--- config.mk ---
export PLATFORM = sky130hd
export DESIGN_NAME = sharp_fb_arbiter
export DESIGN_NICKNAME = d
export VERILOG_FILES = /design/src/rtl/sharp_fb_pkg.sv /design/src/rtl/sharp_fb_wr_fifo.sv /design/src/rtl/sharp_fb_arbiter.sv
export SDC_FILE = /design/constraint.sdc
export NUM_CORES = 1
export LEC_CHECK = 0
export ABC_AREA = 1
export ABC_CLOCK_PERIOD_IN_PS = 4300
export CAP_MARGIN = 20
export CORE_ASPECT_RATIO = 1.4
export CORE_UTILIZATION = 51
export DETAILED_ROUTE_END_ITERATION = 10
export GPL_ROUTABILITY_DRIVEN = 0
export HOLD_SLACK_MARGIN = 0.08
export PLACE_DENSITY = 0.79
export SETUP_SLACK_MARGIN = 0.3
export SKIP_LAST_GASP = 1
export SLEW_MARGIN = 0
export SYNTH_ARGS = -nofsm -noshare
export SYNTH_HDL_FRONTEND = slang
export SYNTH_HIERARCHICAL = 1
export SYNTH_SLANG_ARGS = --single-unit
--- constraint.sdc ---
create_clock -name clk_i -period 4.3 [get_ports clk_i]
set_clock_uncertainty 0.15 [all_clocks]
set_input_delay 0.86 -clock clk_i [delete_from_list [all_inputs] [get_ports clk_i]]
set_output_delay 0.86 -clock clk_i [all_outputs]
set_load 0.03 [all_outputs]
--- src/rtl/sharp_fb_pkg.sv ---
// Shared types and constants for the Sharp display frame-buffer arbiter.
package sharp_fb_pkg;

  localparam int SHARP_FB_ADDR_W = 16;
  localparam int SHARP_FB_PIX_W  = 16;

  typedef struct packed {
    logic [SHARP_FB_ADDR_W-1:0] addr;
    logic [SHARP_FB_PIX_W-1:0]  data;
  } wr_entry_t;

  typedef enum logic {
    SWAP_IDLE    = 1'b0,
    SWAP_PENDING = 1'b1
  } swap_state_e;

endpackage

--- src/rtl/sharp_fb_wr_fifo.sv ---
// Small synchronous FIFO of host pixel writes waiting for a free RAM cycle.
module sharp_fb_wr_fifo
  import sharp_fb_pkg::*;
#(
  parameter int DEPTH = 4
) (
  input  logic      clk_i,
  input  logic      reset_i,
  input  logic      push_i,
  input  wr_entry_t push_entry_i,
  input  logic      pop_i,
  output wr_entry_t head_o,
  output logic      full_o,
  output logic      empty_o
);

  localparam int PTR_W = $clog2(DEPTH);
  localparam logic [PTR_W:0] PTR_ONE = {{PTR_W{1'b0}}, 1'b1};

  wr_entry_t        mem_q [DEPTH];
  logic [PTR_W:0]   wr_ptr_q, wr_ptr_d;
  logic [PTR_W:0]   rd_ptr_q, rd_ptr_d;
  logic             do_push_s, do_pop_s;

  // Extra pointer MSB distinguishes full from empty when the indices match.
  assign empty_o   = (wr_ptr_q == rd_ptr_q);
  assign full_o    = (wr_ptr_q[PTR_W] != rd_ptr_q[PTR_W]) &&
                     (wr_ptr_q[PTR_W-1:0] == rd_ptr_q[PTR_W-1:0]);
  assign head_o    = mem_q[rd_ptr_q[PTR_W-1:0]];
  assign do_push_s = push_i && !full_o;
  assign do_pop_s  = pop_i && !empty_o;

  always_comb begin
    wr_ptr_d = wr_ptr_q;
    rd_ptr_d = rd_ptr_q;
    if (do_push_s) begin
      wr_ptr_d = wr_ptr_q + PTR_ONE;
    end else begin
      wr_ptr_d = wr_ptr_q;
    end
    if (do_pop_s) begin
      rd_ptr_d = rd_ptr_q + PTR_ONE;
    end else begin
      rd_ptr_d = rd_ptr_q;
    end
  end

  always_ff @(posedge clk_i) begin
    if (reset_i) begin
      wr_ptr_q <= '0;
      rd_ptr_q <= '0;
    end else begin
      wr_ptr_q <= wr_ptr_d;
      rd_ptr_q <= rd_ptr_d;
    end
  end

  always_ff @(posedge clk_i) begin
    if (do_push_s) begin
      mem_q[wr_ptr_q[PTR_W-1:0]] <= push_entry_i;
    end
  end

endmodule

--- src/rtl/sharp_fb_arbiter.sv ---
// Single-port frame RAM arbiter: display reads always win, host writes queue
// into the back bank, and bank swaps happen only on a vsync rising edge.
module sharp_fb_arbiter
  import sharp_fb_pkg::*;
#(
  parameter int ADDR_W     = SHARP_FB_ADDR_W,
  parameter int PIX_W      = SHARP_FB_PIX_W,
  parameter int FIFO_DEPTH = 4
) (
  input  logic              clk_i,
  input  logic              reset_i,
  input  logic              disp_vsync_i,
  input  logic [ADDR_W-1:0] disp_addr_i,
  input  logic              disp_read_valid_i,
  output logic [PIX_W-1:0]  disp_pixel_data_o,
  input  logic              wr_valid_i,
  output logic              wr_ready_o,
  input  logic [ADDR_W-1:0] wr_addr_i,
  input  logic [PIX_W-1:0]  wr_data_i,
  input  logic              swap_req_i,
  output logic              swap_pending_o,
  output logic              swap_done_o,
  output logic              front_bank_o,
  output logic              mem_en_o,
  output logic              mem_we_o,
  output logic [ADDR_W:0]   mem_addr_o,
  output logic [PIX_W-1:0]  mem_wdata_o,
  input  logic [PIX_W-1:0]  mem_rdata_i
);

  swap_state_e      swap_state_q, swap_state_d;
  logic             front_bank_q, front_bank_d;
  logic             swap_done_q, swap_done_d;
  logic             vsync_q, rd_q;
  logic [PIX_W-1:0] hold_q, hold_d;

  wr_entry_t        push_entry_s, head_s;
  logic             full_s, empty_s, push_s, pop_s, vsync_edge_s;

  assign swap_pending_o    = (swap_state_q == SWAP_PENDING);
  assign swap_done_o       = swap_done_q;
  assign front_bank_o      = front_bank_q;
  assign wr_ready_o        = !reset_i && !full_s && !swap_pending_o;
  assign push_s            = wr_valid_i && wr_ready_o;
  assign push_entry_s      = '{addr: wr_addr_i, data: wr_data_i};
  assign vsync_edge_s      = disp_vsync_i && !vsync_q;
  assign disp_pixel_data_o = rd_q ? mem_rdata_i : hold_q;

  sharp_fb_wr_fifo #(
    .DEPTH(FIFO_DEPTH)
  ) u_wr_fifo (
    .clk_i       (clk_i),
    .reset_i     (reset_i),
    .push_i      (push_s),
    .push_entry_i(push_entry_s),
    .pop_i       (pop_s),
    .head_o      (head_s),
    .full_o      (full_s),
    .empty_o     (empty_s)
  );

  // Display read owns the port; queued writes only fill idle cycles.
  always_comb begin
    mem_en_o    = 1'b0;
    mem_we_o    = 1'b0;
    mem_addr_o  = {front_bank_q, disp_addr_i};
    mem_wdata_o = head_s.data;
    pop_s       = 1'b0;
    if (reset_i) begin
      mem_en_o = 1'b0;
    end else if (disp_read_valid_i) begin
      mem_en_o = 1'b1;
    end else if (!empty_s) begin
      mem_en_o   = 1'b1;
      mem_we_o   = 1'b1;
      mem_addr_o = {~front_bank_q, head_s.addr};
      pop_s      = 1'b1;
    end else begin
      mem_en_o = 1'b0;
    end
  end

  always_comb begin
    swap_state_d = swap_state_q;
    front_bank_d = front_bank_q;
    swap_done_d  = 1'b0;
    hold_d       = rd_q ? mem_rdata_i : hold_q;
    case (swap_state_q)
      SWAP_IDLE: begin
        if (swap_req_i) begin
          swap_state_d = SWAP_PENDING;
        end else begin
          swap_state_d = SWAP_IDLE;
        end
      end
      SWAP_PENDING: begin
        // Writes are blocked here, so an empty FIFO means the back bank is final.
        if (vsync_edge_s && empty_s) begin
          swap_state_d = SWAP_IDLE;
          front_bank_d = ~front_bank_q;
          swap_done_d  = 1'b1;
        end else begin
          swap_state_d = SWAP_PENDING;
        end
      end
      default: begin
        swap_state_d = SWAP_IDLE;
      end
    endcase
  end

  always_ff @(posedge clk_i) begin
    if (reset_i) begin
      swap_state_q <= SWAP_IDLE;
      front_bank_q <= 1'b0;
      swap_done_q  <= 1'b0;
      vsync_q      <= 1'b0;
      rd_q         <= 1'b0;
      hold_q       <= '0;
    end else begin
      swap_state_q <= swap_state_d;
      front_bank_q <= front_bank_d;
      swap_done_q  <= swap_done_d;
      vsync_q      <= disp_vsync_i;
      rd_q         <= disp_read_valid_i;
      hold_q       <= hold_d;
    end
  end

endmodule

==> results by group, run 1 <==
Synth
  • Cell area after synthesis: approximately 6300 um^2
  • Top post-synthesis cells by area: edfxtp_1 (61%), dfxtp_1 (9.3%), nand2_1 (7.2%)
  • Post-synth EDFFs: 128
  • Post-synthesis compound-gate area fraction: 10.1%
  • Mux share of post-synthesis cell area: 0%
  • Ys async rst share: 0%
  • Largest family of logic cells by synthesized area: simple AND/OR/NAND/NOR gates
  • #FFs+latches synth: between 150 and 200
  • YS warnings: 6
  • Mapped Avg Cell Area: approximately 11 um^2
  • Synth top area share: a little over 60%
  • Synthesized instance count: ~550
  • Most used DFF post-synth: edfxtp_1
  • Post-synthesis sequential area ratio: between 70% and 80%
  • Post-synthesis adder-cell area fraction: less than 1%
  • Post-synthesis simple-gate area fraction: between 10% and 20%
  • Yosys top cell by area: edfxtp_1
  • Net Count, Synth: between 600 and 700
  • Post-Synth XOR/XNOR Area: less than 1%
  • Distinct cell type count of the synthesized netlist: 25

Die
  • Starting density of the core: roughly 53%
  • Die area: ~13,000 um^2
  • Die width: between 90 and 100 um
  • Total I/O pin count: between 100 and 150
  • Die H: 133 um
  • Core region area: roughly 12,000 um^2
  • Floorplan row count: 47

Drt
  • Routed WL per cell: ~17 um
  • Total Wirelength: 13,800 um
  • Antenna-violating nets left: 0
  • Vias per cell: between 5 and 6
  • Via count: ~4,500
  • TritonRoute pass-1 iters: 4
  • DRC violations left: 0
  • Initial DRC Count: ~220

Worst setup path
  • Most frequent CP cell: nand2_1
  • Critical path's top delay family: buffers and inverters
  • Crit Path Max Fanout: 22
  • Crit-path max cell delay: about 670 ps
  • Crit-path cells: inv_1 > nand2_1 > nand2_2 > nand3_4 > inv_1 > nor2_2 > nand2_4 > inv_4 > nand2_1 > nand2_1 > clkdlybuf4s50_1
  • CP bufs+invs: 4
  • R2R cell count: 12
  • Stages on the worst setup path: 11
  • WP data arrival: roughly 2800 ps
  • Crit path launch type: flop
  • Critical Setup Path Class: flop to output port
  • Crit. End Element: output port
  • Worst Path Required: 3290 ps
  • Critical path's slowest cell: clkdlybuf4s50_1

Job
  • Max Cap Viol: 0

CTS
  • Clk sink count: around 160
  • Worst-skew pair later-pin latency: approximately 410 ps
  • H-tree Lvls: 4
  • Post-cts hold buffer count: 0
  • TritonCTS clock tree: yes
  • Postcts setup bufs: 0
  • Post_cts resized: 0
  • Clock Path Buffers: 2
  • CTS Buf Count: 17
  • Root Buffer: clkbuf_16
  • Reg clk slew, reported paths: about 60 ps

Finish
  • Post-route insts no fill: about 840
  • Most frequent cells in the layout: edfxtp_1 (128), clkdlybuf4s50_1 (124), nand2_1 (120), nor2_1 (77), o21ai_0 (57)
  • # nets final: 751
  • Design area: 8240 um^2
  • Area delta synth->final: 31.5%
  • Layout Utilization: 69.3%
  • Fraction of layout cells with a size suffix above 1: 7.69%
  • Fill count: between 800 and 900
  • Commonest non-fill, non-tap cell in the layout: edfxtp_1

Worst hold path
  • Min-Delay Path Class: flop to flop
  • Hold Path Depth: 2

Global route
  • Grt ovf: 0
  • First-pass GRT wire length: ~22,000 um
  • Largest net degree at the start of global routing: 65
  • Initial antenna violation count: 1
  • Gr usage total: 23.0%
  • Vias in the first global route: about 4,500

Timing
  • Max-Slew Margin vs Limit: 57.9%
  • Final setup violation count: 0
  • Post-layout minimum cycle time: roughly 3800 ps
  • Slew Viols, Final: 0
  • Unrepaired setup endpoints after global routing: false
  • Ratio of final minimum period to clock period: 87.6%
  • Max frequency: about 0.27 GHz
  • TNS Setup: 0 ps
  • Worst-Margin Slew: 631 ps
  • Hold WS: about 320 ps
  • Final Hold Vio Count: 0

Pwr
  • Pwr/cell area: 424 nW/um^2
  • Worst VDD drop: 0.312 mV
  • Pleak: between 0.003 and 0.004 uW

Place
  • Placed cell count: roughly 800
  • Cell Area, Placed: roughly 7700 um^2
  • IO buf count: 124
  • Hpwl dp: 8750 um

Status
  • Status: finished, final reports clean
## cell usage after synthesis (3+ instances only)
library cell  instances
clkbuf_1              6
nand3_1               8
edfxtp_1            128
o21ai_0              57
o21ai_1               7
inv_2                 3
buf_4                 7
a21oi_1              23
dfxtp_1              29
buf_2                10
nand2_1             120
o22ai_1              32
nor2_1               80
inv_1                22
ha_1                  5
## report_power, final
part	switching [uW]	total, uW	internal, uW
sequential	17.2	1700	1680
combinational	215	381	165
clock	558	1410	855
## final timing paths
check,slack (ps),start,end
hold reg to reg,320,hold_q[4]$_SDFF_PP0_,hold_q[4]$_SDFF_PP0_
setup reg to reg,1570,u_wr_fifo/wr_ptr_q[0]$_SDFFE_PP0P_,u_wr_fifo/mem_q[3][8]$_DFFE_PP_
hold / removal,320,hold_q[4]$_SDFF_PP0_,hold_q[4]$_SDFF_PP0_
setup / recovery,530,u_wr_fifo/wr_ptr_q[0]$_SDFFE_PP0P_,mem_addr_o[8]
## per-stage QoR
stage / total power [uW] / setup slack (ps)
after floorplan: 1920 / 349
after global placement: 2100 / 628
after detailed placement: 2110 / 562
after CTS: 3510 / 437
after global routing: 3600 / 338
final: 3490 / 532
## logic make-up after synthesis
group,after synthesis
fa+ha+maj,5
compound gates,119
buf+inv,53
simple gates,217
flops,157
xor+xnor,1
## flip-flops by register name, summed over array words and instances, names as in the netlist, named ones only
name,cells
hold_q,16
front_bank_o,1
vsync_q,1
rd_q,1
u_wr_fifo/rd_ptr_q,3
u_wr_fifo/wr_ptr_q,3
swap_done_o,1
swap_pending_o,1
u_wr_fifo/mem_q,128
## per-layer routing
metal / GRT usage, % / share of wire, % / vias up / wire (um)
met4: 9.45 / 2.0 / 0 / 270
met3: 6.11 / 6.1 / 18 / 844
met5: 0 / 0 / - / 0
li1: - / - / 2178 / -
met1: 26.9 / 40 / 2131 / 5500
met2: 39.5 / 52 / 150 / 7230
## layout make-up
cell class / count / area, um^2 / area share (%)
Clock buffer: 22 / 484 / 5.88
Sequential cell: 157 / 4430 / 53.8
Tap cell: 147 / 184 / 2.23
Timing Repair Buffer: 131 / 1340 / 16.3
Antenna cell: 1 / 2.50 / 0.0304
Inverter: 27 / 106 / 1.29
Multi-Input combinational cell: 342 / 1600 / 19.4
Clock inverter: 10 / 87.6 / 1.06
## worst register-to-register path, stage by stage, from the launching register on
cell and delay (ps):
dfxtp_1 430, inv_1 110, nand2_1 90, nand2_2 90, nand3_4 120, inv_1 60, nor3_1 170, and2_1 290
nand2_1 80, inv_1 100, nand2_1 70, inv_1 400, buf_12 270
Power figures use the tool's default switching activity.
==> inputs of run 2 (changes only) <==
--- a/config.mk
+++ b/config.mk
@@ -6,7 +6,7 @@
 export NUM_CORES = 1
 export LEC_CHECK = 0
 export ABC_AREA = 1
-export ABC_CLOCK_PERIOD_IN_PS = 4300
+export ABC_CLOCK_PERIOD_IN_PS = 4000
 export CAP_MARGIN = 20
 export CORE_ASPECT_RATIO = 1.4
 export CORE_UTILIZATION = 51
==> constraint.sdc (replaced) <==
create_clock -name clk_i -period 4 [get_ports clk_i]
set_clock_uncertainty 0.15 [all_clocks]
set_input_delay 0.8 -clock clk_i [delete_from_list [all_inputs] [get_ports clk_i]]
set_output_delay 0.8 -clock clk_i [all_outputs]
set_load 0.03 [all_outputs]
==> run 2 against run 1 <==
Effect of this change: final area shrank 0.39%; first-iteration DRC count grew 25%; worst setup slack gained 43 ps; sequential power grew 7%; non-clock buffer count grew 6; die area is the same; via count grew 1.5%; clock-buffer cell count shrank 5; power grew 9.2%; sequential share of layout area grew 0.21 points; critical path type unchanged; largest cell class unchanged; highest routed layer unchanged.
==> results by group, run 2 (synthesized netlist as in run 1, its figures left out) <==
Pwr
  • Switching Power: 907 uW (was 791 uW)
  • Gate power share: 10.7% (was 10.9%)
  • Reg power frac: 47.8% (was 48.6%)
  • Pleak: 0.00308 uW (was 0.00306 uW)
  • Clock share of power: 41.5% (was 40.5%)
  • Worst VDD drop: 0.307 mV (was 0.312 mV)
  • Int Pwr: 2900 uW (was 2700 uW)
  • Net Sw Frac: 23.8% (was 22.7%)
  • Pwr/cell area: 464 nW/um^2 (was 424 nW/um^2)

Die
  • Die H: 133 um (unchanged)
  • Starting density of the core: 52.7% (unchanged)
  • Total I/O pin count: 125 (unchanged)
  • Floorplan row count: 47 (unchanged)
  • Die width: 95.7 um (unchanged)
  • Core region area: 11,900 um^2 (unchanged)
  • Die area: 12,700 um^2 (unchanged)

Finish
  • Max reg flops: 128 (unchanged)
  • Fraction of layout cells with a size suffix above 1: 10.9% (was 7.69%)
  • Most frequent cells in the layout: edfxtp_1 (128), nand2_1 (120), clkdlybuf4s50_1 (107), nor2_1 (77), o21ai_0 (57) (was edfxtp_1 (128), clkdlybuf4s50_1 (124), nand2_1 (120), nor2_1 (77), o21ai_0 (57))
  • Area of the multi-input gates: 1600 um^2 (unchanged)
  • Commonest non-fill, non-tap cell in the layout: edfxtp_1 (unchanged)
  • Area delta synth->final: 31.0% (was 31.5%)
  • # nets final: 757 (was 751)
  • N_diodes: 0 (was 1)
  • Seq. cell area: 4430 um^2 (unchanged)
  • Fill count: 861 (was 840)

Drt
  • Vias per cell: 5.40 (was 5.35)
  • Initial DRC Count: 279 (was 223)
  • DRC violations left: 0 (unchanged)
  • Via count: 4,546 (was 4,477)
  • Total Wirelength: 14,000 um (was 13,800 um)
  • TritonRoute pass-1 iters: 5 (was 4)
  • Routed WL per cell: 16.6 um (was 16.5 um)
  • Antenna-violating nets left: 0 (unchanged)

Worst setup path
  • Worst Path Required: 3050 ps (was 3290 ps)
  • WP data arrival: 2470 ps (was 2760 ps)
  • Reg-to-reg slack, setup: 1460 ps (was 1570 ps)
  • Reg2reg start: u_wr_fifo/wr_ptr_q[0]$_SDFFE_PP0P_ (unchanged)
  • Crit path launch type: flop (unchanged)
  • Crit-path max cell delay: 710 ps (was 670 ps)
  • Critical path's top delay family: buffers and inverters (unchanged)
  • Crit Path Max Fanout: 38 (was 22)
  • Crit. End Element: output port (unchanged)
  • R2R cell count: 10 (was 12)
  • Critical Setup Path Class: flop to output port (unchanged)
  • Crit-path cells: buf_4 > o21ai_0 > o22ai_1 > clkdlybuf4s50_1 (was inv_1 > nand2_1 > nand2_2 > nand3_4 > inv_1 > nor2_2 > nand2_4 > inv_4 > nand2_1 > nand2_1 > clkdlybuf4s50_1)
  • Crit Reg-Reg Endpoint: u_wr_fifo/mem_q[0][8]$_DFFE_PP_ (was u_wr_fifo/mem_q[3][8]$_DFFE_PP_)
  • Critical path's slowest cell: clkdlybuf4s50_1 (unchanged)
  • CP bufs+invs: 2 (was 4)

Global route
  • Grt ovf: 0 (unchanged)
  • Largest net degree at the start of global routing: 65 (unchanged)
  • Gr usage total: 23.5% (was 23.0%)
  • Grt met1 use: 26.2% (was 26.9%)
  • Most used routing layer in global routing: met2 (unchanged)
  • Met3 usage: 4.45% (was 6.11%)
  • First-pass GRT wire length: 22,100 um (was 21,900 um)
  • Vias in the first global route: 4,563 (was 4,512)
  • Initial antenna violation count: 0 (was 1)
  • M2 GR Usage: 42.2% (was 39.5%)

Place
  • DP Worst Slack: 654 ps (was 562 ps)
  • IO buf count: 124 (unchanged)
  • Hpwl dp: 9000 um (was 8750 um)

Timing
  • Final setup violation count: 0 (unchanged)
  • Max frequency: 0.292 GHz
  • Setup ws final: 575 ps (was 532 ps)
  • TNS Setup: 0 ps (unchanged)
  • Post-layout minimum cycle time: around 3400 ps
  • Unrepaired setup endpoints after global routing: false (unchanged)
  • Max-Slew Margin vs Limit: 58.4% (was 57.9%)
  • Worst-Margin Slew: 623 ps (was 631 ps)
  • Final Hold Vio Count: 0 (unchanged)
  • Ratio of final minimum period to clock period: 85.6%
  • Slew Viols, Final: 0 (unchanged)

Job
  • Max Cap Viol: 0 (unchanged)

CTS
  • Reg clk slew, reported paths: 60 ps (about the same)
  • Clk sink count: 157 (unchanged)
  • TritonCTS clock tree: yes (unchanged)
  • Worst-skew pair later-pin latency: 410 ps (about the same)
  • Clock Path Buffers: 2 (unchanged)
  • H-tree Lvls: 4 (unchanged)
  • CTS Buf Count: 17 (unchanged)
  • Root Buffer: clkbuf_16 (unchanged)

Worst hold path
  • Min-Delay Path Class: flop to flop (unchanged)
  • Hold Path Depth: 2 (unchanged)
  • Hold endpoint: hold_q[4]$_SDFF_PP0_ (unchanged)
  • Hold path start: hold_q[4]$_SDFF_PP0_ (unchanged)

Status
  • Status: finished, final reports clean (unchanged)
## run 2: worst reg2reg max path, cell delays in order, from the launching register on
cell     delay (ps)
dfxtp_1         430
inv_1           120
nand2_1          90
nand2_2          90
nand3_4         120
inv_1            60
nor3_1          160
and2_1          310
nand2_1         240
nor2_4          140
buf_4           280
## run 2: power groups by stage
stage / sequential [uW] / combinational [uW] / clock [uW]
after detailed placement: 1860 / 408 / 0
after floorplan: 1850 / 210 / 0
after CTS: 1820 / 410 / 1610
after global placement: 1850 / 396 / 0
after global routing: 1820 / 438 / 1690
final: 1820 / 407 / 1580
## run 2: area by class of cell
cell class | instances | area share, %
Multi-Input combinational cell | 342 | 19.5
Tap cell | 147 | 2.24
Timing Repair Buffer | 137 | 15.8
Inverter | 27 | 1.30
Clock buffer | 17 | 5.18
Clock inverter | 15 | 2.00
Sequential cell | 157 | 54.0
## run 2: worst max-delay path by stage
stage               depth (start not counted)  startpoint  slack, ps                               to
floorplan                                   4     reset_i        110  u_wr_fifo/mem_q[2][0]$_DFFE_PP_
global route                                4        flop        410                   mem_wdata_o[1]
finish                                      4        flop        580                  mem_wdata_o[13]
detailed placement                          4     reset_i        650                       wr_ready_o
global placement                            4     reset_i        650                       wr_ready_o
CTS                                         4        flop        390                  mem_wdata_o[11]
## run 2: stage by stage
stage / instance area (um^2) / hold slack (ps) / instances / utilization (%) / power [uW]
finish: 8210 / 321 / 842 / 69.1 / 3810
global route: 8210 / 348 / 842 / 69.1 / 3950
CTS: 8200 / 325 / 842 / 69.1 / 3840
detailed placement: 7610 / 316 / 810 / 64.1 / 2260
global placement: 7610 / 310 / 810 / 64.1 / 2250
floorplan: 6260 / 296 / 552 / - / 2060
## run 2: timing repair
item	in CTS	in global routing
buffers inserted	0	0
setup endpoints to repair	0	3
resized for setup	0	1
hold buffers	0	0
## run 2: routing by layer
layer	vias to the layer above	routed length, um
met3	16	965
met5	-	0
met1	2155	5140
met2	187	7660
li1	2188	-
met4	0	244
